--- src/rtl/cdb_arbiter_pkg.sv ---
// Shared widths and helpers for the CDB write-back arbiter.
package cdb_arbiter_pkg;

  localparam int unsigned ROB_INDEX_BIT = 5;   // ROB index width
  localparam int unsigned CDB_SRC_BIT   = 2;   // width of the winning-requester index
  localparam int unsigned CDB_REQ_MAX   = 4;   // largest supported requester count
  localparam int unsigned RESULT_W      = 32;  // broadcast result width
  localparam int unsigned FIFO_CNT_W    = 2;   // per-requester occupancy 0..2

  // Wrap an index that may exceed n-1 by less than n back into 0..n-1.
  function automatic logic [CDB_SRC_BIT-1:0] rr_wrap(input int unsigned idx,
                                                     input int unsigned n);
    int unsigned r;
    r = (idx >= n) ? (idx - n) : idx;
    return CDB_SRC_BIT'(r);
  endfunction

endpackage

--- src/rtl/cdb_req_fifo.sv ---
// Two-entry result buffer owned by one CDB requester.
//   clk_in, rst_n_in : clock, async active-low reset
//   push, pop, clear : write tail / drop head / empty the buffer (clear wins)
//   push_data        : entry written on push
//   head_c           : oldest entry (combinational from storage)
//   count            : registered occupancy 0..2
module cdb_req_fifo
  import cdb_arbiter_pkg::*;
#(
  parameter int unsigned DW = ROB_INDEX_BIT + RESULT_W
) (
  input  logic                  clk_in,
  input  logic                  rst_n_in,
  input  logic                  push,
  input  logic                  pop,
  input  logic                  clear,
  input  logic [DW-1:0]         push_data,
  output logic [DW-1:0]         head_c,
  output logic [FIFO_CNT_W-1:0] count
);

  logic [DW-1:0] mem [2];
  logic          wr_ptr;
  logic          rd_ptr;

  assign head_c = mem[rd_ptr];

  // Storage, pointers and occupancy; the caller never pushes when full or pops when empty.
  always_ff @(posedge clk_in or negedge rst_n_in) begin
    if (!rst_n_in) begin
      mem[0] <= '0;
      mem[1] <= '0;
      wr_ptr <= 1'b0;
      rd_ptr <= 1'b0;
      count  <= '0;
    end else if (clear) begin
      wr_ptr <= 1'b0;
      rd_ptr <= 1'b0;
      count  <= '0;
    end else begin
      if (push) begin
        mem[wr_ptr] <= push_data;
        wr_ptr      <= ~wr_ptr;
      end
      if (pop) begin
        rd_ptr <= ~rd_ptr;
      end
      count <= count + FIFO_CNT_W'(push) - FIFO_CNT_W'(pop);
    end
  end

endmodule

--- src/rtl/cdb_arbiter.sv ---
// Round-robin arbiter sharing the CDB write-back bus between N_REQ producers.
//   clk_in, rst_n_in  : clock, async active-low reset
//   rdy_in            : global stall (low freezes all state)
//   clear_in          : misprediction flush, empties buffers and resets rr_ptr
//   req_valid_in/req_rob_id_in/req_result_in/req_ready_out : per-requester push handshake
//   cdb_valid_out/cdb_rob_id_out/cdb_result_out/cdb_src_out : registered broadcast
//   pending_out       : per-buffer occupancy, 2 bits each
module cdb_arbiter
  import cdb_arbiter_pkg::*;
#(
  parameter int unsigned N_REQ = 3,
  parameter int unsigned ROB_W = ROB_INDEX_BIT
) (
  input  logic                         clk_in,
  input  logic                         rst_n_in,
  input  logic                         rdy_in,
  input  logic                         clear_in,
  input  logic [N_REQ-1:0]             req_valid_in,
  input  logic [N_REQ*ROB_W-1:0]       req_rob_id_in,
  input  logic [N_REQ*RESULT_W-1:0]    req_result_in,
  output logic [N_REQ-1:0]             req_ready_out,
  output logic                         cdb_valid_out,
  output logic [ROB_W-1:0]             cdb_rob_id_out,
  output logic [RESULT_W-1:0]          cdb_result_out,
  output logic [CDB_SRC_BIT-1:0]       cdb_src_out,
  output logic [N_REQ*FIFO_CNT_W-1:0]  pending_out
);

  localparam int unsigned ENT_W = ROB_W + RESULT_W;

  logic                   active_c;
  logic [N_REQ-1:0]       push_c;
  logic [N_REQ-1:0]       pop_c;
  logic [N_REQ-1:0]       nonempty_c;
  logic [FIFO_CNT_W-1:0]  count [N_REQ];
  logic [ENT_W-1:0]       head_c [N_REQ];
  logic                   found_c;
  logic [CDB_SRC_BIT-1:0] winner_c;
  logic [ENT_W-1:0]       win_data_c;
  logic [CDB_SRC_BIT-1:0] rr_ptr;

  assign active_c = rdy_in && !clear_in;

  // Per-requester buffer; ready depends on registered count only, so a same-cycle pop never frees a slot.
  for (genvar gi = 0; gi < N_REQ; gi++) begin : g_req
    assign req_ready_out[gi] = active_c && (count[gi] != FIFO_CNT_W'(2));
    assign push_c[gi]        = req_valid_in[gi] && req_ready_out[gi];
    assign pop_c[gi]         = active_c && found_c && (winner_c == CDB_SRC_BIT'(gi));
    assign nonempty_c[gi]    = (count[gi] != '0);
    assign pending_out[gi*FIFO_CNT_W +: FIFO_CNT_W] = count[gi];

    cdb_req_fifo #(.DW(ENT_W)) u_fifo (
      .clk_in    (clk_in),
      .rst_n_in  (rst_n_in),
      .push      (push_c[gi]),
      .pop       (pop_c[gi]),
      .clear     (clear_in),
      .push_data ({req_rob_id_in[gi*ROB_W +: ROB_W], req_result_in[gi*RESULT_W +: RESULT_W]}),
      .head_c    (head_c[gi]),
      .count     (count[gi])
    );
  end

  // First non-empty buffer at or after rr_ptr, wrapping; entries pushed this edge are not yet visible.
  always_comb begin
    found_c    = 1'b0;
    winner_c   = '0;
    win_data_c = '0;
    for (int unsigned k = 0; k < N_REQ; k++) begin
      for (int unsigned i = 0; i < N_REQ; i++) begin
        if (!found_c && nonempty_c[i] &&
            (rr_wrap(32'(rr_ptr) + k, N_REQ) == CDB_SRC_BIT'(i))) begin
          found_c    = 1'b1;
          winner_c   = CDB_SRC_BIT'(i);
          win_data_c = head_c[i];
        end
      end
    end
  end

  // Broadcast registers and round-robin pointer; data holds when nothing wins.
  always_ff @(posedge clk_in or negedge rst_n_in) begin
    if (!rst_n_in) begin
      cdb_valid_out  <= 1'b0;
      cdb_rob_id_out <= '0;
      cdb_result_out <= '0;
      cdb_src_out    <= '0;
      rr_ptr         <= '0;
    end else if (clear_in) begin
      cdb_valid_out <= 1'b0;
      rr_ptr        <= '0;
    end else if (rdy_in) begin
      cdb_valid_out <= found_c;
      if (found_c) begin
        cdb_rob_id_out <= win_data_c[ENT_W-1 -: ROB_W];
        cdb_result_out <= win_data_c[RESULT_W-1:0];
        cdb_src_out    <= winner_c;
        rr_ptr         <= rr_wrap(32'(winner_c) + 32'd1, N_REQ);
      end
    end
  end

endmodule

--- config.mk ---
export PLATFORM = sky130hd
export DESIGN_NAME = cdb_arbiter
export DESIGN_NICKNAME = d
export VERILOG_FILES = /design/src/rtl/cdb_arbiter_pkg.sv /design/src/rtl/cdb_req_fifo.sv /design/src/rtl/cdb_arbiter.sv
export SDC_FILE = /design/constraint.sdc
export NUM_CORES = 1
export LEC_CHECK = 0
export ABC_AREA = 0
export BUFFER_PORTS_ARGS = -buffer_cell sky130_fd_sc_hd__buf_4
export CORE_AREA = 4 4 153 155
export DETAILED_ROUTE_END_ITERATION = 10
export DIE_AREA = 0 0 157 159
export PLACE_DENSITY = 0.78
export SLEW_MARGIN = 30
export SYNTH_ARGS = -nofsm -noshare
export SYNTH_HDL_FRONTEND = slang
export SYNTH_SLANG_ARGS = --single-unit
export TNS_END_PERCENT = 50
--- constraint.sdc ---
create_clock -name clk_in -period 3.3 [get_ports clk_in]
set_input_delay 0.66 -clock clk_in [delete_from_list [all_inputs] [get_ports clk_in]]
set_output_delay 0.66 -clock clk_in [all_outputs]
set_load 0.1 [all_outputs]
==> reports/qor.yml, run 1 <==
status:
  outcome: "finished, final reports clean"
sta:
  skew_ns: 0.0118
  max_freq_mhz: 369
  rsz0062_at_grt: "no"
  tns_ns: 0
  slew_headroom: 0.354
  setup-violations-final: 0
  period_share: 0.821
  slew_violations: 0
  final_hold_viol_count: 0
  worst_pin_slew_ns: 0.970
  period_minus_slack_ns: 2.71
routing:
  vias: 8102
  viasPerCell: 5.91
  drc: 0
  drt_iter0_markers: 397
  totalWireLength_um: 29700
  drtAntennaViolNets: 0
  wl_per_cell_um: 21.6
  drt_pre_antenna_iters: 4
placed_design:
  port_buffers: 166
  gp_congestion: 0.788
  dpl.hpwl_um: 19000
  postPlaceCellArea_sq_um: 14100
finish:
  multi_input_area_sq_um: 5350
  fillers: 1518
  drive_gt1_frac: 0.535
  fin_nets: 1198
  num_antenna_cells: 0
  seq_area_sq_um: 6910
  postLayoutCellArea_sq_um: 15100
  syn_to_final_growth_pct: 19.5
min_path:
  hp-class: "primary input to asynchronous set/reset pin"
yosys:
  synth_ff_type: "dfrtp_1"
  synth_nets: 1040
  yosysSeqAreaShare: 0.546
  async_flop_share: 1.00
  yosys.area.top_type_share: 0.546
  netlist_instances: 913
  synth_area_sq_um: 12700
  avgSynthCellArea_sq_um: 13.9
  synth_commonest_cells: "322 x mux2_2, 276 x dfrtp_1, 49 x nor2_1"
  ys_types: 39
  ys_ff_latch: 276
  ys_top_cells_by_area: "dfrtp_1 55%, mux2_2 29%, a32oi_1 2.6%"
  yosysWarnings: 0
  synth_top_area_cell: "dfrtp_1"
  synth_edf_count: 0
  synthMostInstantiatedCell: "mux2_2"
power:
  swShare: 0.382
  p_per_area_nw_per_um2: 877
  p_switching_mw: 5.06
  pwr-share-comb: 0.360
  leakage_nw: 6.82
  p_clk_frac: 0.262
  seqPwrFrac: 0.378
  irDropWorstVdd_v: 0.000625
  p_int_mw: 8.20
floorplan:
  num_rows: 54
  core_area_sq_um: 21800
  die_h_um: 159
  start_util: 0.580
  chipWidth_um: 157
  pin_count: 167
  dieArea_sq_um: 25000
clock_network:
  cts.sinks: 276
  cts_root_buffer: "clkbuf_16"
  hold_buffers: 0
  cts_buffer_depth: 3
  cts-resized-gates: 0
  numCtsBuffers: 30
  cts_max_level: 1
  cts_setup_buffers: 0
  cts_tree: "done"
  clk_latency_ns: 0.55
  clk_pin_slew_ns: 0.06
critical_path:
  path_class: "flop to flop"
  critPathBufInv: 2
  worstPathMaxFanout: 21
  cp_slowest_stage_delay_ns: 0.40
  crit_slowest_cell: "ha_1"
  required_ns: 3.72
  worstSetupStartpointType: "flop"
  cp_top_family: "adder cells"
  cpMostUsedCell: "ha_1"
  worstPathCellList: "inv_1, ha_1, nor2b_1, a211o_2, nand2_1, ha_1, and2_1, ha_1, inv_1, ha_1, xnor2_1, nor2_1"
  rrSetupSlack_ns: 0.59
  cp_data_arrival_time_ns: 3.13
  end_kind: "flop"
flow_run:
  maxCapViolations: 0
global_route:
  grt_pass1_wl_um: 47900
  grt_max_degree: 80
  grtUsageTotal: 0.239
  antenna_found_initial: 2
  first_global_vias: 8896
  gr-total-overflow: 0
-- power groups by stage --
stage / clock, mW / combinational [mW] / sequential [mW]
floorplan: 0 / 1.93 / 6.66
global placement: 0 / 4.70 / 5.00
detailed placement: 0 / 4.78 / 5.05
CTS: 3.53 / 4.80 / 5.01
global route: 3.67 / 5.06 / 5.12
finish: 3.47 / 4.78 / 5.01
-- worst register-to-register path, cell delays in order (launching register included) --
cell and delay [ns]:
dfrtp_1 0.37, inv_1 0.05, ha_1 0.40, nor2b_1 0.17
a211o_2 0.39, nand2_1 0.12, ha_1 0.24, and2_1 0.15
ha_1 0.27, inv_1 0.04, ha_1 0.17, xnor2_1 0.15
nor2_1 0.06
-- layout by cell type, fill, tap and decap left out, types with 3 or more instances in the layout --
cell type,instances
xnor2_1,3
nand3_2,4
a31oi_1,37
a32oi_1,37
clkbuf_8,9
clkbuf_1,3
buf_4,183
a21oi_1,40
ha_1,9
nor2_1,49
xor2_1,5
nand2_1,5
mux2_1,12
and2_1,3
inv_1,7
mux2_2,322
nand3_4,3
dfrtp_1,273
nor2_4,3
dfrtp_2,3
bufinv_16,3
buf_12,3
nand2b_1,7
clkinv_2,6
clkbuf_16,31
nor2b_1,7
-- stage by stage --
step                      hold slack, ns  std cells  worst slack (ns)  total power [mW]   util
after floorplan                    0.364        913             0.255              8.58      -
after detailed placement           0.472       1319             0.603              9.83  0.646
after global routing               0.115       1372             0.415              13.9  0.693
after CTS                         0.0994       1372             0.568              13.3  0.693
final                             0.0843       1372             0.591              13.3  0.693
after global placement             0.468       1319             0.666              9.70  0.646
-- final timing paths --
path                                                      from                                   to  cells after the start
hold / removal                                        rst_n_in   g_req[2].u_fifo.mem[4]$_DFFE_PN0P_                      1
setup / recovery                         rr_ptr[0]$_DFFE_PN0P_   g_req[0].u_fifo.count[1]$_DFF_PN0_                     12
setup reg to reg                         rr_ptr[0]$_DFFE_PN0P_   g_req[0].u_fifo.count[1]$_DFF_PN0_                     12
min in group clk_in                          req_result_in[29]  g_req[0].u_fifo.mem[29]$_DFFE_PN0P_                      2
max in group asynchronous                             rst_n_in  g_req[0].u_fifo.mem[16]$_DFFE_PN0P_                      2
hold reg to reg            g_req[0].u_fifo.mem[60]$_DFFE_PN0P_  g_req[0].u_fifo.mem[60]$_DFFE_PN0P_                      1
-- cell families (layout without fill, tap and decap cells) --
logic type / Yosys count / in the layout / synth area share
adder cells (fa/ha/maj): 9 / 9 / 0.00890
AND/OR/NAND/NOR: 90 / 90 / 0.0393
flip-flops: 276 / 276 / 0.546
AO/OA/AOI/OAI: 127 / 127 / 0.0689
buffers and inverters: 68 / 247 / 0.0337
XOR/XNOR: 8 / 8 / 0.00554
multiplexers: 335 / 335 / 0.298
-- state kept, by name, indices dropped and copies added, names as in the netlist --
name and cells:
cdb_result_out 32, cdb_rob_id_out 5, cdb_src_out 2, cdb_valid_out 1, g_req.u_fifo.count 6, g_req.u_fifo.mem 222
g_req.u_fifo.rd_ptr 3, g_req.u_fifo.wr_ptr 3, rr_ptr 2
-- layout make-up --
class / count / area share
Sequential cell: 276 / 0.457
Clock buffer: 43 / 0.0602
Tap cell: 280 / 0.0232
Multi-Input combinational cell: 569 / 0.354
Timing Repair Buffer: 187 / 0.0958
Clock inverter: 10 / 0.00868
Inverter: 7 / 0.00174
-- metal layers --
metal  wire length, um  vias to the layer above  GRT usage  part of all wire
met3              1680                       58     0.0410             0.057
met5                34                        -          0            0.0011
met4               685                        4     0.0568             0.023
met1             13100                     4160      0.331              0.44
li1                  -                     3676          -                 -
met2             14200                      204      0.396              0.48
Power figures use the tool's default switching activity.
==> inputs of run 2 (changes only) <==
Settings changed: CORE_AREA 4 4 153 155 to 4 4 162 164, DIE_AREA 0 0 157 159 to 0 0 166 168, PLACE_DENSITY 0.78 to 0.74.
Clock period 3.3 ns to 2.35 ns, I/O delays scaled along.
==> run 2 against run 1 <==
Effect of this change: the flow now finishes with violations (setup timing); fmax up 14%; worst hold slack better by 0.075 ns; design area up 2.8%; via count up 0.98%; global-route usage down 1.8 points; combinational power up 45%; non-clock buffer count up 30; clock skew up 0.0025 ns; flip-flop and latch count unchanged; worst setup slack worse by 0.62 ns.
==> reports/qor.yml, run 2 (same netlist as run 1, synthesis figures left out) <==
floorplan:
  pin_count: 167  # unchanged
  chipWidth_um: 166  # +5.7%
  num_rows: 58  # +7.4%
  dieArea_sq_um: 27900  # +12%
  core_area_sq_um: 24900  # +14%
  start_util: 0.508  # -0.0715
  die_h_um: 168  # +5.7%
min_path:
  hold_start: "req_result_in[12]"
  hp-class: "primary input to flop"
  min_to: "g_req[0].u_fifo.mem[49]$_DFFE_PN0P_"
  hold_depth: 2
routing:
  drtAntennaViolNets: 0  # unchanged
  wl_per_cell_um: 21.4  # -0.91%
  totalWireLength_um: 31100  # +4.6%
  drc: 0  # unchanged
  drt_iter0_markers: 383  # -3.5%
  vias: 8181  # +0.98%
  viasPerCell: 5.65  # -4.4%
  drt_pre_antenna_iters: 6  # +2
clock_network:
  cts_root_buffer: "clkbuf_16"
  cts_buffer_depth: 3  # unchanged
  clk_latency_ns: 0.54  # about the same
  cts_tree: "done"
  cts.sinks: 276  # unchanged
  cts_max_level: 1  # unchanged
  numCtsBuffers: 29  # -3.3%
  clk_pin_slew_ns: 0.06  # about the same
global_route:
  gr-total-overflow: 0  # unchanged
  grt_pass1_wl_um: 49700  # +3.7%
  grt_max_degree: 87  # +8.8%
  first_global_vias: 8962  # +0.74%
  grtUsageTotal: 0.221  # -0.0180
  antenna_found_initial: 1  # -1
status:
  violations: "setup timing"
  outcome: "finished, violations left"
finish:
  mostFrequentLayoutCell: "mux2_2"
  layout_common_cells: "322 x mux2_2, 267 x dfrtp_1, 203 x buf_4, 49 x nor2_1, 40 x a21oi_1"
  reg_top3: "g_req.u_fifo.mem: 222 flops, cdb_result_out: 32 flops, g_req.u_fifo.count: 6 flops"
  num_antenna_cells: 0  # unchanged
  syn_to_final_growth_pct: 22.9
  regMostFlops: "g_req.u_fifo.mem"
  fin_nets: 1227  # +2.4%
  largest_register_ffs: 222  # unchanged
  drive_gt1_frac: 0.559  # +0.0246
power:
  irDropWorstVdd_v: 0.00139  # +120%
  total_power_mw: 18.6  # +40%
  p_per_area_nw_per_um2: 1200  # +37%
  leakage_nw: 6.95  # +1.8%
sta:
  slew_violations: 0  # unchanged
  period_minus_slack_ns: 2.38  # -0.329 ns
  setup-violations-final: 1  # +1
  rsz0062_at_grt: "yes"
  final_hold_viol_count: 0  # unchanged
  whs_ns: 0.159  # +0.0752 ns
  fin_ws_ns: -0.0299  # -0.621 ns
  worst_pin_slew_ns: 0.681  # -0.289 ns
  skew_ns: 0.0143  # +0.00245 ns
  slew_headroom: 0.546  # +0.193
  period_share: 1.01  # +0.192
  max_freq_mhz: 420  # +14%
placed_design:
  dpl.hpwl_um: 20000  # +5.4%
  pre_cts_slack_ns: -0.146  # -0.749 ns
  port_buffers: 166  # unchanged
  gp_congestion: 0.781  # -0.88%
critical_path:
  r2r-start: "g_req[0].u_fifo.count[0]$_DFF_PN0_"
  path_class: "flop to flop"
  required_ns: 2.76  # -0.96 ns
  cp_data_arrival_time_ns: 2.79  # -0.34 ns
  end_kind: "flop"
  rrSetupSlack_ns: -0.03  # -0.62 ns
  worstPathMaxFanout: 3  # -86%
  worstSetupStartpointType: "flop"
  reg2reg_depth: 10  # -2
  worstReg2RegEnd: "g_req[1].u_fifo.count[1]$_DFF_PN0_"
flow_run:
  maxCapViolations: 0  # unchanged
[run 2: cell count changes in the layout (fill, tap and decap cells not counted), moves of 3 or more]
cell,before,now
buf_12,3,11
dfrtp_2,3,7
ha_4,0,3
dfrtp_1,273,267
ha_1,9,4
inv_1,7,4
buf_4,183,203
inv_2,0,3
[run 2: layout make-up]
type | count | area, sq um
timing repair buffer | 217 | 1780
clock inverter | 9 | 145
inverter | 7 | 26.3
sequential | 276 | 6920
tap | 330 | 413
clock buffer | 41 | 841
fill | 1958 | 9340
multi-input combinational | 569 | 5430
[run 2: what timing repair did]
item                       4_1_cts  5_1_grt
setup buffers                    1        0
hold endpoints to repair        26        0
pin swaps                        7        7
cloned                           0        0
resized for setup                7        5
hold buffers                     1        0
setup endpoints to repair        3       24
[run 2: per-stage QoR]
stage           util  cells  instance area, sq um  TNS, ns
3_5_place_dp   0.582   1397                 14500   -0.252
2_1_floorplan      -    913                 12700    -1.79
4_1_cts        0.624   1449                 15500   -0.162
5_1_grt        0.625   1449                 15600   -0.289
3_3_place_gp   0.582   1397                 14500   -0.122
6_report       0.625   1449                 15600  -0.0299
[run 2: worst max-delay path, cell delays in order (launching register included)]
cell	delay [ns]
dfrtp_4	0.47
or4_4	0.52
o311a_4	0.34
nand3_4	0.07
inv_2	0.04
ha_4	0.25
inv_2	0.03
ha_4	0.15
xor2_2	0.18
xnor2_1	0.15
nor2_1	0.05
[run 2: where the power goes]
group	total, mW	switching [mW]	internal (mW)
logic	6.93	4.47	2.46
registers	6.98	0.808	6.18
clock network	4.71	1.80	2.90
total	18.6	7.08	11.5
[run 2: worst max-delay path by stage]
stage / to / start / depth (start not counted)
2_1_floorplan: g_req[1].u_fifo.count[1]$_DFF_PN0_ / g_req[0].u_fifo.count[0]$_DFF_PN0_ / 11
3_3_place_gp: g_req[1].u_fifo.count[1]$_DFF_PN0_ / g_req[0].u_fifo.count[0]$_DFF_PN0_ / 10
3_5_place_dp: g_req[1].u_fifo.count[1]$_DFF_PN0_ / g_req[0].u_fifo.count[0]$_DFF_PN0_ / 10
4_1_cts: g_req[1].u_fifo.count[1]$_DFF_PN0_ / g_req[0].u_fifo.count[1]$_DFF_PN0_ / 10
5_1_grt: g_req[1].u_fifo.count[1]$_DFF_PN0_ / g_req[0].u_fifo.count[0]$_DFF_PN0_ / 10
6_report: g_req[1].u_fifo.count[1]$_DFF_PN0_ / g_req[0].u_fifo.count[0]$_DFF_PN0_ / 10
[run 2: layer usage]
layer,share of wire,track usage
met2,0.49,0.376
met5,0.00042,0
met3,0.056,0.0538
met4,0.022,0.0531
met1,0.43,0.288
